## src/rtl/load_store_unit_if.sv

```systemverilog
// Request/response and data_memory signal bundle for load_store_unit.
// slave = the LSU's view; master = the execute stage plus memory side.
interface load_store_unit_if;
  logic        req_valid_i;
  logic        req_ready_o;
  logic        req_is_store_i;
  logic [2:0]  req_funct3_i;
  logic [31:0] req_addr_i;
  logic [31:0] req_wdata_i;
  logic [4:0]  req_rd_i;
  logic        resp_valid_o;
  logic        resp_ready_i;
  logic [31:0] resp_data_o;
  logic [4:0]  resp_rd_o;
  logic        misaligned_o;
  logic [31:0] mem_addr_o;
  logic        mem_read_enable_o;
  logic        mem_write_enable_o;
  logic [31:0] mem_write_data_o;
  logic [3:0]  mem_write_mask_o;
  logic [31:0] mem_read_data_i;
  logic        mem_busy_i;

  modport slave (
    input  req_valid_i, req_is_store_i, req_funct3_i, req_addr_i, req_wdata_i, req_rd_i,
    input  resp_ready_i, mem_read_data_i, mem_busy_i,
    output req_ready_o, resp_valid_o, resp_data_o, resp_rd_o, misaligned_o,
    output mem_addr_o, mem_read_enable_o, mem_write_enable_o, mem_write_data_o, mem_write_mask_o
  );

  modport master (
    output req_valid_i, req_is_store_i, req_funct3_i, req_addr_i, req_wdata_i, req_rd_i,
    output resp_ready_i, mem_read_data_i, mem_busy_i,
    input  req_ready_o, resp_valid_o, resp_data_o, resp_rd_o, misaligned_o,
    input  mem_addr_o, mem_read_enable_o, mem_write_enable_o, mem_write_data_o, mem_write_mask_o
  );
endinterface

```

## src/rtl/load_store_unit.sv

```systemverilog
// Single-outstanding load/store unit between execute and data_memory.
// Define LSU_MISALIGN_TRAP_EN to trap misaligned half/word accesses instead of force-aligning them.
module load_store_unit #(
  parameter int width_p = 32
) (
  input logic clk_i,
  input logic reset_i,
  load_store_unit_if.slave bus
);

  localparam logic [2:0] ST_IDLE       = 3'd0;
  localparam logic [2:0] ST_ISSUE      = 3'd1;
  localparam logic [2:0] ST_WAIT_STORE = 3'd2;
  localparam logic [2:0] ST_LOAD_DATA  = 3'd3;
  localparam logic [2:0] ST_RESP       = 3'd4;

  logic [2:0]         r_state;
  logic               r_is_store;
  logic [2:0]         r_funct3;
  logic [1:0]         r_off;
  logic [4:0]         r_rd;
  logic               r_mis;
  logic [width_p-1:0] r_mem_addr;
  logic [width_p-1:0] r_mem_wdata;
  logic [3:0]         r_mem_mask;
  logic               r_mem_re;
  logic               r_mem_we;
  logic [width_p-1:0] r_resp_data;

  logic               w_ready;
  logic               w_fire;
  logic               w_is_byte;
  logic               w_is_half;
  logic               w_mis;
  logic [width_p-1:0] w_st_data;
  logic [3:0]         w_st_mask;
  logic [7:0]         w_ld_byte;
  logic [15:0]        w_ld_half;
  logic [width_p-1:0] w_load_data;

  assign w_ready   = (r_state == ST_IDLE);
  assign w_fire    = bus.req_valid_i & w_ready;
  assign w_is_byte = (bus.req_funct3_i[1:0] == 2'b00);
  assign w_is_half = (bus.req_funct3_i[1:0] == 2'b01);

`ifdef LSU_MISALIGN_TRAP_EN
  assign w_mis = (w_is_half & bus.req_addr_i[0]) |
                 (!w_is_byte & !w_is_half & (bus.req_addr_i[1:0] != 2'b00));
`else
  assign w_mis = 1'b0;
`endif

  // Lane placement ignores the low address bits a half/word does not use, which force-aligns them.
  // NOTE: every always_comb output gets a default first, so no path can infer a latch.
  always_comb begin
    w_st_data = bus.req_wdata_i;
    w_st_mask = 4'b1111;
    if (w_is_byte) begin
      w_st_data = {4{bus.req_wdata_i[7:0]}};
      w_st_mask = 4'b0001 << bus.req_addr_i[1:0];
    end else if (w_is_half) begin
      w_st_data = {2{bus.req_wdata_i[15:0]}};
      w_st_mask = 4'b0011 << {bus.req_addr_i[1], 1'b0};
    end
  end

  assign w_ld_byte = bus.mem_read_data_i[{r_off, 3'b000} +: 8];
  assign w_ld_half = bus.mem_read_data_i[{r_off[1], 4'b0000} +: 16];

  always_comb begin
    w_load_data = bus.mem_read_data_i;
    case (r_funct3)
      3'b000:  w_load_data = {{24{w_ld_byte[7]}}, w_ld_byte};
      3'b100:  w_load_data = {24'd0, w_ld_byte};
      3'b001:  w_load_data = {{16{w_ld_half[15]}}, w_ld_half};
      3'b101:  w_load_data = {16'd0, w_ld_half};
      default: w_load_data = bus.mem_read_data_i;
    endcase
  end

  // NOTE: state registers use non-blocking assignments so every flop samples pre-edge values.
  always_ff @(posedge clk_i) begin
    if (reset_i) begin
      r_state     <= ST_IDLE;
      r_is_store  <= 1'b0;
      r_funct3    <= 3'd0;
      r_off       <= 2'd0;
      r_rd        <= 5'd0;
      r_mis       <= 1'b0;
      r_mem_addr  <= '0;
      r_mem_wdata <= '0;
      r_mem_mask  <= 4'd0;
      r_mem_re    <= 1'b0;
      r_mem_we    <= 1'b0;
      r_resp_data <= '0;
    end else begin
      case (r_state)
        ST_IDLE: begin
          if (w_fire) begin
            r_is_store  <= bus.req_is_store_i;
            r_funct3    <= bus.req_funct3_i;
            r_off       <= bus.req_addr_i[1:0];
            r_rd        <= bus.req_rd_i;
            r_mis       <= w_mis;
            r_mem_addr  <= {bus.req_addr_i[31:2], 2'b00};
            r_mem_wdata <= bus.req_is_store_i ? w_st_data : '0;
            r_mem_mask  <= bus.req_is_store_i ? w_st_mask : 4'd0;
            r_mem_re    <= !bus.req_is_store_i & !w_mis;
            r_mem_we    <= bus.req_is_store_i & !w_mis;
            r_state     <= ST_ISSUE;
          end
        end
        ST_ISSUE: begin
          r_mem_re <= 1'b0;
          r_mem_we <= 1'b0;
          if (r_mis) begin
            r_resp_data <= '0;
            r_state     <= r_is_store ? ST_IDLE : ST_RESP;
          end else if (r_is_store) begin
            r_state <= bus.mem_busy_i ? ST_WAIT_STORE : ST_IDLE;
          end else begin
            r_state <= ST_LOAD_DATA;
          end
        end
        ST_WAIT_STORE: begin
          if (!bus.mem_busy_i) r_state <= ST_IDLE;
        end
        ST_LOAD_DATA: begin
          r_resp_data <= w_load_data;
          r_state     <= ST_RESP;
        end
        ST_RESP: begin
          if (bus.resp_ready_i) r_state <= ST_IDLE;
        end
        default: r_state <= ST_IDLE;
      endcase
    end
  end

  assign bus.req_ready_o        = w_ready;
  assign bus.resp_valid_o       = (r_state == ST_RESP);
  assign bus.resp_data_o        = r_resp_data;
  assign bus.resp_rd_o          = r_rd;
  assign bus.mem_addr_o         = r_mem_addr;
  assign bus.mem_read_enable_o  = r_mem_re;
  assign bus.mem_write_enable_o = r_mem_we;
  assign bus.mem_write_data_o   = r_mem_wdata;
  assign bus.mem_write_mask_o   = r_mem_mask;

`ifdef LSU_MISALIGN_TRAP_EN
  // A trapped store flags during its ISSUE cycle; a trapped load flags for its whole response.
  assign bus.misaligned_o = r_mis & (((r_state == ST_ISSUE) & r_is_store) | (r_state == ST_RESP));
`else
  assign bus.misaligned_o = 1'b0;
`endif

endmodule

```

## src/flat_wrapper.sv

```systemverilog
// flat-port wrapper written by rule: the top's interface ports become plain ports
module load_store_unit_flat 
#(
  parameter int width_p = 32
)
  (clk_i, reset_i, bus_req_valid_i, bus_req_is_store_i, bus_req_funct3_i, bus_req_addr_i, bus_req_wdata_i, bus_req_rd_i, bus_resp_ready_i, bus_mem_read_data_i, bus_mem_busy_i, bus_req_ready_o, bus_resp_valid_o, bus_resp_data_o, bus_resp_rd_o, bus_misaligned_o, bus_mem_addr_o, bus_mem_read_enable_o, bus_mem_write_enable_o, bus_mem_write_data_o, bus_mem_write_mask_o);
  load_store_unit_if bus_i ();
  input logic clk_i;
  input logic reset_i;
  input wire logic [$bits(bus_i.req_valid_i)-1:0] bus_req_valid_i;
  input wire logic [$bits(bus_i.req_is_store_i)-1:0] bus_req_is_store_i;
  input wire logic [$bits(bus_i.req_funct3_i)-1:0] bus_req_funct3_i;
  input wire logic [$bits(bus_i.req_addr_i)-1:0] bus_req_addr_i;
  input wire logic [$bits(bus_i.req_wdata_i)-1:0] bus_req_wdata_i;
  input wire logic [$bits(bus_i.req_rd_i)-1:0] bus_req_rd_i;
  input wire logic [$bits(bus_i.resp_ready_i)-1:0] bus_resp_ready_i;
  input wire logic [$bits(bus_i.mem_read_data_i)-1:0] bus_mem_read_data_i;
  input wire logic [$bits(bus_i.mem_busy_i)-1:0] bus_mem_busy_i;
  output wire logic [$bits(bus_i.req_ready_o)-1:0] bus_req_ready_o;
  output wire logic [$bits(bus_i.resp_valid_o)-1:0] bus_resp_valid_o;
  output wire logic [$bits(bus_i.resp_data_o)-1:0] bus_resp_data_o;
  output wire logic [$bits(bus_i.resp_rd_o)-1:0] bus_resp_rd_o;
  output wire logic [$bits(bus_i.misaligned_o)-1:0] bus_misaligned_o;
  output wire logic [$bits(bus_i.mem_addr_o)-1:0] bus_mem_addr_o;
  output wire logic [$bits(bus_i.mem_read_enable_o)-1:0] bus_mem_read_enable_o;
  output wire logic [$bits(bus_i.mem_write_enable_o)-1:0] bus_mem_write_enable_o;
  output wire logic [$bits(bus_i.mem_write_data_o)-1:0] bus_mem_write_data_o;
  output wire logic [$bits(bus_i.mem_write_mask_o)-1:0] bus_mem_write_mask_o;
  assign bus_i.req_valid_i = bus_req_valid_i;
  assign bus_i.req_is_store_i = bus_req_is_store_i;
  assign bus_i.req_funct3_i = bus_req_funct3_i;
  assign bus_i.req_addr_i = bus_req_addr_i;
  assign bus_i.req_wdata_i = bus_req_wdata_i;
  assign bus_i.req_rd_i = bus_req_rd_i;
  assign bus_i.resp_ready_i = bus_resp_ready_i;
  assign bus_i.mem_read_data_i = bus_mem_read_data_i;
  assign bus_i.mem_busy_i = bus_mem_busy_i;
  assign bus_req_ready_o = bus_i.req_ready_o;
  assign bus_resp_valid_o = bus_i.resp_valid_o;
  assign bus_resp_data_o = bus_i.resp_data_o;
  assign bus_resp_rd_o = bus_i.resp_rd_o;
  assign bus_misaligned_o = bus_i.misaligned_o;
  assign bus_mem_addr_o = bus_i.mem_addr_o;
  assign bus_mem_read_enable_o = bus_i.mem_read_enable_o;
  assign bus_mem_write_enable_o = bus_i.mem_write_enable_o;
  assign bus_mem_write_data_o = bus_i.mem_write_data_o;
  assign bus_mem_write_mask_o = bus_i.mem_write_mask_o;
  load_store_unit #(.width_p(width_p)) u_core (.clk_i(clk_i), .reset_i(reset_i), .bus(bus_i));
endmodule
```

## config.mk

```make
export PLATFORM = sky130hd
export DESIGN_NAME = load_store_unit_flat
export DESIGN_NICKNAME = d
export VERILOG_FILES = /design/src/rtl/load_store_unit_if.sv /design/src/rtl/load_store_unit.sv /design/src/flat_wrapper.sv
export SDC_FILE = /design/constraint.sdc
export NUM_CORES = 1
export LEC_CHECK = 0
export ABC_AREA = 0
export CELL_PAD_IN_SITES_DETAIL_PLACEMENT = 1
export CELL_PAD_IN_SITES_GLOBAL_PLACEMENT = 1
export CORE_ASPECT_RATIO = 0.7
export CORE_MARGIN = 2
export CORE_UTILIZATION = 30
export DETAILED_ROUTE_END_ITERATION = 12
export PLACE_DENSITY_LB_ADDON = 0.08
export SLEW_MARGIN = 10
export SYNTH_ARGS = -nofsm -noshare
export SYNTH_HDL_FRONTEND = slang
export SYNTH_SLANG_ARGS = --single-unit
```

## constraint.sdc

```tcl
create_clock -name clk_i -period 1.9 [get_ports clk_i]
set_input_delay 0.38 -clock clk_i [delete_from_list [all_inputs] [get_ports clk_i]]
set_output_delay 0.38 -clock clk_i [all_outputs]
set_load 0.01 [all_outputs]
```

==> impl_metrics.py, run 1 <==
metrics = {
    "power_and_ir_drop": {
        "irDropWorstVdd_mv": 0.524,
        "total_power_mw": 8.22,
        "combPwrFrac_pct": 25.1,
        "leakage_nw": 3.03,
        "p_int_mw": 5.86,
        "powerDensity_nw_per_um2": 987,
        "pwr-share-clk_pct": 41.1,
        "switching_share_pct": 28.6,
        "pwr-share-seq_pct": 33.8,
        "switchingPower_mw": 2.35,
    },
    "final_layout": {
        "drive_gt1_share_pct": 13.9,
        "design_area_sq_um": 8330,
        "area.growth.synth_to_final_pct": 64.1,
        "fin_util_pct": 50.6,
        "instances_no_fill": 1075,
        "nets": 947,
        "fillers": 1906,
        "antenna_cells": 0,
    },
    "floorplanning": {
        "die_width_microns": 159,
        "dieArea_sq_um": 18000,
        "die_height_microns": 113,
        "start_util_pct": 30.9,
        "core-area_sq_um": 16400,
        "num_rows": 39,
        "ioPinCount": 220,
    },
    "sta": {
        "setup_ws_ps": 79.7,
        "worst_slew_pin_slew_ps": 509,
        "min_period_ps": 1820,
        "clock_skew_ps": 7.65,
        "hold_viol": 0,
        "rsz0062_at_grt": "false",
        "max_freq_mhz": 549,
        "slew_headroom_pct": 66.0,
        "drv_slew": 0,
        "post-route-period-util_pct": 95.8,
        "setup_viol": 0,
    },
    "critical_path": {
        "critical_path.max_fanout": 7,
        "r2r_slack_ps": 130,
        "path_delay_family": "flip-flops",
        "critPathLaunchType": "flip-flop",
        "endpoint_kind": "primary output",
        "rr_worst_depth": 4,
        "cpPeakStageDelay_ps": 370,
        "cp_cell_sequence": "nor2_2, and2_1, dlygate4sd2_1",
        "arrival_ps": 1440,
        "required_ps": 1520,
        "critPathSlowestCell": "dfxtp_1",
        "crit_cells": 3,
        "cp.buffers_inverters": 1,
        "path_class": "reg -> out",
    },
    "placed_design": {
        "gp_congestion": 0.866,
        "dp_cells": 1043,
        "placed_area_sq_um": 7690,
        "place_ws_ps": -269,
        "io_buffers": 216,
        "dp_hpwl_mm": 14.3,
    },
    "yosys": {
        "synth_seq_cells": 114,
        "synth_cells": 614,
        "synth_cell_types": 41,
        "synth_top_area_share_pct": 45.0,
        "yosysSeqAreaShare_pct": 45.0,
        "netlist_area_sq_um": 5070,
        "synth_top_area_cell": "dfxtp_1",
        "ys_warn_count": 0,
        "postSynthAreaPerCell_sq_um": 8.27,
        "synthTopCellsByArea": "dfxtp_1, nand2_1, a21oi_1, mux2_2, nor2_1",
    },
    "route": {
        "drc_errors": 0,
        "totalWireLength_mm": 19.4,
        "vias": 5302,
        "drtPass1Iterations": 4,
        "drtIter0Drc": 246,
        "wl_per_cell_microns": 18.1,
        "drtAntennaViolNets": 0,
        "via_per_inst": 4.93,
    },
    "clock_network": {
        "h-tree-depth": 4,
        "clkLatencyLatePin_ps": 420,
        "cts_tree": "built",
        "ctsHoldBuffers": 0,
        "clk_pin_slew_ps": 60,
        "cts_buffers": 17,
        "cts_sinks": 114,
        "cts_setup_buffers": 0,
        "cts-root-buf": "clkbuf_16",
        "cts_buffer_depth": 2,
    },
    "grt": {
        "busiest_layer": "met2",
        "grt_pass1_wl_mm": 30.7,
        "grt_util_all_layers_pct": 21.7,
        "grt_pass1_vias": 5574,
        "use_met1_pct": 28.5,
        "use_met3_pct": 7.26,
        "antenna_found_initial": 0,
        "grt_max_degree": 69,
        "overflow": 0,
        "grt_util_met2_pct": 34.3,
    },
    "hold_path": {
        "whs_path_depth": 2,
        "hp-class": "in -> reg",
    },
    "flow_run": {
        "maxCapViolCount": 0,
    },
    "run_status": {
        "outcome": "complete, no violations",
    },
}
[repair_timing]
item	CTS	global route
cloned	0	0
resized for setup	4	3
setup endpoints to repair	2	8
endpoints found under the hold margin	0	0
pin swaps	1	0
[cells in the mapped netlist, drive strengths merged]
cell / n
nand2: 136
dfxtp: 114
a21oi: 78
nor2: 48
clkbuf: 34
mux2: 27
a211oi: 21
buf: 20
nand3: 17
o22ai: 15
inv: 13
mux2i: 12
a2bb2oi: 10
o21ai: 10
a22oi: 8
a221o: 7
nand2b: 6
nor2b: 6
nor3: 4
a211o: 3
a221oi: 3
a222oi: 3
and2: 3
nor3b: 3
a31oi: 2
a2111oi: 1
and3: 1
conb: 1
nand3b: 1
nor4: 1
nor4b: 1
nor4bb: 1
o21bai: 1
o221a: 1
o31ai: 1
or3b: 1
[worst paths after layout]
path,start,to
max,u_core.r_state[0],bus_resp_valid_o
min,reset_i,u_core.bus.mem_write_enable_o
max reg2reg,u_core.r_off[0],u_core.bus.resp_data_o[0]
min reg2reg,u_core.bus.mem_addr_o[11],u_core.bus.mem_addr_o[11]
[power groups by stage]
stage | logic, mW | clock network [mW] | registers (mW)
after floorplan | 0.885 | 0 | 2.87
after global placement | 2.01 | 0 | 2.81
after detailed placement | 2.06 | 0 | 2.82
after CTS | 2.07 | 3.46 | 2.78
after global routing | 2.24 | 3.57 | 2.81
final | 2.06 | 3.38 | 2.78
[sequential cells by signal, indices dropped and copies added (netlist names)]
name                           flops
u_core.bus.mem_addr_o             30
u_core.bus.mem_read_enable_o       1
u_core.bus.mem_write_data_o       32
u_core.bus.mem_write_enable_o      1
u_core.bus.mem_write_mask_o        4
u_core.bus.resp_data_o            32
u_core.bus.resp_rd_o               5
u_core.r_funct3                    3
u_core.r_is_store                  1
u_core.r_off                       2
u_core.r_state                     3
[area by class of cell]
class	instances	area, sq um	share of cell area, %
multi-input combinational	435	2540	30.5
inverter	13	48.8	0.586
tap	225	282	3.38
clock buffer	19	433	5.20
clock inverter	13	186	2.24
timing repair buffer	256	2560	30.7
sequential	114	2280	27.4
[layer usage]
layer,vias up,wire length (microns)
met4,0,187
met5,-,0
met1,2578,9100
li1,2574,-
met2,135,8710
met3,15,1430
[kinds of logic after synthesis]
group | share of synthesized area (%)
flops | 45.0
simple gates | 19.0
compound gates | 21.8
other cells | 0.0739
mux | 8.36
buf+inv | 5.74
[stage by stage]
stage / hold slack (ps) / setup TNS [ps]
finish: 338 / 0
global route: 332 / 0
CTS: 324 / 0
detailed placement: 448 / -3110
global placement: 441 / -2270
floorplan: 450 / 0
[cells in the final DEF, fill, tap and decap left out, types with 4 or more instances in the layout]
master and n:
mux2_2 27, a2bb2oi_1 10, nor2_1 47, a21oi_1 78
buf_12 8, nor2b_1 6, a22oi_1 8, dfxtp_1 113
clkinvlp_4 4, mux2i_1 12, inv_1 13, buf_4 33
nand2b_1 6, a221o_1 7, nand3_1 17, o22ai_1 15
a211oi_1 11, clkdlybuf4s50_1 213, a211oi_2 10, nand2_1 135
bufinv_16 4, o21ai_0 10, clkbuf_16 17
Note: power is estimated with default switching activity, not from simulation.
==> run 2: changes to the inputs <==
--- a/config.mk
+++ b/config.mk
@@ -13,6 +13,7 @@
 export CORE_UTILIZATION = 30
 export DETAILED_ROUTE_END_ITERATION = 12
 export PLACE_DENSITY_LB_ADDON = 0.08
+export RECOVER_POWER = 100
 export SLEW_MARGIN = 10
 export SYNTH_ARGS = -nofsm -noshare
 export SYNTH_HDL_FRONTEND = slang
==> impl_metrics.py, run 2 (synthesis results as in run 1) <==
metrics = {
    "run_status": {
        "outcome": "complete, no violations",
    },
    "power_and_ir_drop": {
        "switching_share_pct": 28.9,
        "p_int_mw": 5.75,
        "pwr-share-seq_pct": 34.2,
        "combPwrFrac_pct": 24.0,
        "leakage_nw": 3.32,
        "total_power_mw": 8.09,
        "switchingPower_mw": 2.34,
        "pwr-share-clk_pct": 41.8,
        "powerDensity_nw_per_um2": 981,
        "irDropWorstVdd_mv": 0.522,
    },
    "hold_path": {
        "hp-class": "in -> reg",
        "whs_path_depth": 2,
    },
    "grt": {
        "grt_util_all_layers_pct": 21.7,
        "grt_pass1_wl_mm": 30.7,
        "overflow": 0,
        "grt_max_degree": 69,
        "grt_pass1_vias": 5574,
        "antenna_found_initial": 0,
    },
    "placed_design": {
        "dp_hpwl_mm": 14.3,
        "gp_congestion": 0.866,
        "placed_area_sq_um": 7690,
        "io_buffers": 216,
    },
    "final_layout": {
        "fillers": 1921,
        "drive_gt1_share_pct": 12.2,
        "design_area_sq_um": 8240,
        "nets": 947,
        "antenna_cells": 0,
        "fin_util_pct": 50.1,
        "area.growth.synth_to_final_pct": 62.4,
        "final_common_cell": "nand2_1",
        "final_cell_mix": "nand2_1, dfxtp_1, clkdlybuf4s50_1, dlygate4sd3_1, a21oi_1",
    },
    "sta": {
        "post-route-period-util_pct": 95.2,
        "clock_skew_ps": 9.17,
        "hold_viol": 0,
        "min_period_ps": 1810,
        "slew_headroom_pct": 66.5,
        "setup_viol": 0,
        "drv_slew": 0,
        "worst_slew_pin_slew_ps": 502,
        "max_freq_mhz": 553,
        "rsz0062_at_grt": "false",
    },
    "critical_path": {
        "critPathLaunchType": "flip-flop",
        "endpoint_kind": "primary output",
        "arrival_ps": 1430,
        "cpPeakStageDelay_ps": 450,
        "cp_cell_sequence": "nor2_2, and2_1, dlygate4sd2_1",
        "critical_path.max_fanout": 7,
        "required_ps": 1520,
        "critPathSlowestCell": "dfxtp_1",
        "path_class": "reg -> out",
        "rr_worst_depth": 4,
    },
    "route": {
        "drtAntennaViolNets": 0,
        "wl_per_cell_microns": 18.0,
        "via_per_inst": 4.96,
        "drc_errors": 0,
        "vias": 5330,
        "totalWireLength_mm": 19.4,
        "drtPass1Iterations": 4,
        "drtIter0Drc": 235,
    },
    "floorplanning": {
        "core-area_sq_um": 16400,
        "dieArea_sq_um": 18000,
        "die_width_microns": 159,
        "die_height_microns": 113,
        "start_util_pct": 30.9,
        "num_rows": 39,
        "ioPinCount": 220,
    },
    "flow_run": {
        "maxCapViolCount": 0,
    },
    "clock_network": {
        "cts_buffers": 17,
        "h-tree-depth": 4,
        "clk_pin_slew_ps": 60,
        "cts_tree": "built",
        "cts-root-buf": "clkbuf_16",
        "cts_setup_buffers": 0,
        "cts_buffer_depth": 2,
        "cts_sinks": 114,
        "clkLatencyLatePin_ps": 420,
    },
}
-- run 2: worst max-delay path: cells and delay by family, from the launching register on --
kind | cells | cell delay [ps]
buffers and inverters | 1 | 290
DFF | 1 | 450
and+or+nand+nor | 2 | 280
-- run 2: repair_timing --
action,4_1_cts,5_1_grt
gates resized for setup,4,3
cloned,0,0
pin swaps,1,0
setup endpoints to repair,2,8
hold buffers,0,0
-- run 2: worst paths after layout --
check	endpoint	start	slack (ps)
worst min-delay path	u_core.bus.mem_write_enable_o	reset_i	340
worst max register to register	u_core.bus.resp_data_o[0]	u_core.r_off[0]	130
worst min register to register	u_core.bus.mem_addr_o[11]	u_core.bus.mem_addr_o[11]	450
worst max-delay path	bus_resp_valid_o	u_core.r_state[0]	90
-- run 2: area by class of cell --
type / instances / area (sq um) / share of cell area, %
clock buffer: 19 / 433 / 5.25
clock inverter: 13 / 186 / 2.26
inverter: 13 / 48.8 / 0.592
timing repair buffer: 256 / 2520 / 30.6
tap: 225 / 282 / 3.42
multi-input combinational: 435 / 2480 / 30.1
sequential: 114 / 2280 / 27.7
-- run 2: power groups by stage --
stage	sequential, mW	combinational, mW	clock (mW)
2_1_floorplan	2.87	0.885	0
3_3_place_gp	2.81	2.01	0
3_5_place_dp	2.82	2.06	0
4_1_cts	2.78	2.07	3.46
5_1_grt	2.80	2.11	3.57
6_report	2.77	1.94	3.38
-- run 2: layer usage --
layer	routed length, microns	track usage (%)	part of all wire [%]	vias to the layer above
li1	-	-	-	2580
met5	0	0	0	-
met3	1350	7.26	6.9	15
met4	187	5.52	0.96	0
met2	8820	34.3	45	151
met1	9050	28.5	47	2584
-- run 2: through the flow --
stage	hold WS, ps	std cells	setup TNS [ps]	setup slack [ps]
after floorplan	450	616	0	370
after global placement	441	1043	-2270	-154
after detailed placement	448	1043	-3110	-269
after CTS	324	1075	0	2.41
after global routing	332	1075	0	1.22
final	338	1075	0	90.4
==> run 3: changes to the inputs <==
--- a/config.mk
+++ b/config.mk
@@ -11,6 +11,7 @@
 export CORE_ASPECT_RATIO = 0.7
 export CORE_MARGIN = 2
 export CORE_UTILIZATION = 30
+export CTS_CLUSTER_DIAMETER = 60
 export DETAILED_ROUTE_END_ITERATION = 12
 export PLACE_DENSITY_LB_ADDON = 0.08
 export RECOVER_POWER = 100
==> constraint.sdc (replaced) <==
create_clock -name clk_i -period 1.9 [get_ports clk_i]
set_input_delay 0.38 -clock clk_i [delete_from_list [all_inputs] [get_ports clk_i]]
set_output_delay 0.38 -clock clk_i [all_outputs]
set_load 0.005 [all_outputs]
==> impl_metrics.py, run 3 (synthesis results as in run 1) <==
metrics = {
    "grt": {
        "grt_pass1_wl_mm": 30.0,
        "antenna_found_initial": 0,
        "grt_util_all_layers_pct": 21.4,
        "overflow": 0,
        "grt_max_degree": 69,
        "grt_pass1_vias": 5617,
    },
    "sta": {
        "hold_viol": 0,
        "drv_slew": 0,
        "rsz0062_at_grt": "false",
        "post-route-period-util_pct": 93.5,
        "clock_skew_ps": 9.32,
        "worst_slew_pin_slew_ps": 564,
        "setup_ws_ps": 123,
        "min_period_ps": 1780,
        "setup_viol": 0,
        "slew_headroom_pct": 62.4,
        "max_freq_mhz": 563,
        "final.setup.tns_ps": 0,
    },
    "critical_path": {
        "required_ps": 2190,
        "cp_cell_sequence": "dlygate4sd3_1, nor2b_1, nand2_1, buf_2, a2bb2oi_1, nor2_1",
        "path_class": "in -> reg",
        "critPathLaunchType": "input pin",
        "endpoint_kind": "flip-flop",
        "arrival_ps": 2070,
        "critical_path.max_fanout": 28,
        "path_delay_family": "buffers and inverters",
        "cp.buffers_inverters": 2,
        "critPathSlowestCell": "dlygate4sd3_1",
        "cpPeakStageDelay_ps": 600,
    },
    "route": {
        "drtIter0Drc": 211,
        "totalWireLength_mm": 19.2,
        "wl_per_cell_microns": 17.8,
        "vias": 5313,
        "via_per_inst": 4.94,
        "drc_errors": 0,
        "drtAntennaViolNets": 0,
        "drtPass1Iterations": 4,
    },
    "clock_network": {
        "h-tree-depth": 4,
        "ctsHoldBuffers": 0,
        "cts_tree": "built",
        "cts_buffers": 17,
        "cts_sinks": 114,
        "cts_buffer_depth": 2,
        "clk_pin_slew_ps": 50,
        "clkLatencyLatePin_ps": 420,
        "cts-root-buf": "clkbuf_16",
    },
    "floorplanning": {
        "die_width_microns": 159,
        "num_rows": 39,
        "die_height_microns": 113,
        "dieArea_sq_um": 18000,
        "core-area_sq_um": 16400,
        "start_util_pct": 30.9,
        "ioPinCount": 220,
    },
    "final_layout": {
        "drive_gt1_share_pct": 13.0,
        "fillers": 1930,
        "antenna_cells": 0,
        "seqCellArea_sq_um": 2290,
        "final_common_cell": "nand2_1",
        "multi_input_area_sq_um": 2480,
        "area.growth.synth_to_final_pct": 62.4,
        "final_cell_mix": "nand2_1, dfxtp_1, clkdlybuf4s50_1, dlygate4sd3_1, a21oi_1",
        "design_area_sq_um": 8240,
        "nets": 949,
    },
    "power_and_ir_drop": {
        "leakage_nw": 3.35,
        "irDropWorstVdd_mv": 0.565,
        "powerDensity_nw_per_um2": 964,
    },
    "flow_run": {
        "maxCapViolCount": 0,
    },
    "placed_design": {
        "placed_area_sq_um": 7680,
        "gp_congestion": 0.864,
        "io_buffers": 216,
        "place_ws_ps": -306,
        "dp_hpwl_mm": 14.2,
    },
    "hold_path": {
        "hp-class": "in -> reg",
    },
    "run_status": {
        "outcome": "complete, no violations",
    },
}
==> run 3: where the power goes <==
group	leakage, nW	internal (mW)	switching (mW)
combinational	2.12	0.944	0.910
sequential	0.931	2.62	0.141
clock	0.298	2.19	1.14
total	3.35	5.75	2.19
==> run 3: worst paths after layout <==
check / startpoint / to / slack (ps) / depth (start not counted)
worst max-delay path: bus_req_valid_i / u_core.bus.mem_read_enable_o / 120 / 6
worst min-delay path: reset_i / u_core.bus.mem_write_enable_o / 320 / 2
worst max register to register: u_core.r_off[0] / u_core.bus.resp_data_o[6] / 130 / 4
worst min register to register: u_core.bus.mem_addr_o[27] / u_core.bus.mem_addr_o[27] / 450 / 2
==> run 3: worst register-to-register path, stage by stage, from the launching register on <==
cell and delay [ps]:
dfxtp_1 580, nor2b_1 290, o21ai_0 220, a222oi_1 420, a211oi_1 130
==> run 3: what timing repair did <==
item	4_1_cts	5_1_grt
buffers inserted	4	0
setup endpoints to repair	2	7
gates resized for setup	10	1
pin swaps	2	0
==> run 3: routing by layer <==
metal | GRT usage (%) | vias to the layer above | routed length [microns]
met1 | 27.3 | 2559 | 8780
met4 | 7.27 | 0 | 307
li1 | - | 2581 | -
met2 | 33.8 | 149 | 8660
met3 | 7.81 | 24 | 1440
met5 | 0 | - | 0
==> run 3: stage by stage <==
stage          instances  util (%)  hold slack [ps]  power (mW)
2_1_floorplan        616         -              448        3.67
3_3_place_gp        1041      46.7              441        4.72
3_5_place_dp        1041      46.7              446        4.78
4_1_cts             1076      50.7              309        8.19
5_1_grt             1076      50.1              338        8.35
6_report            1076      50.1              319        7.94
==> run 3: layout make-up <==
class	count	area share, %
timing repair buffer	258	30.7
multi-input combinational	435	30.1
sequential	114	27.8
clock buffer	22	5.88
tap	225	3.42
clock inverter	9	1.56
inverter	13	0.592
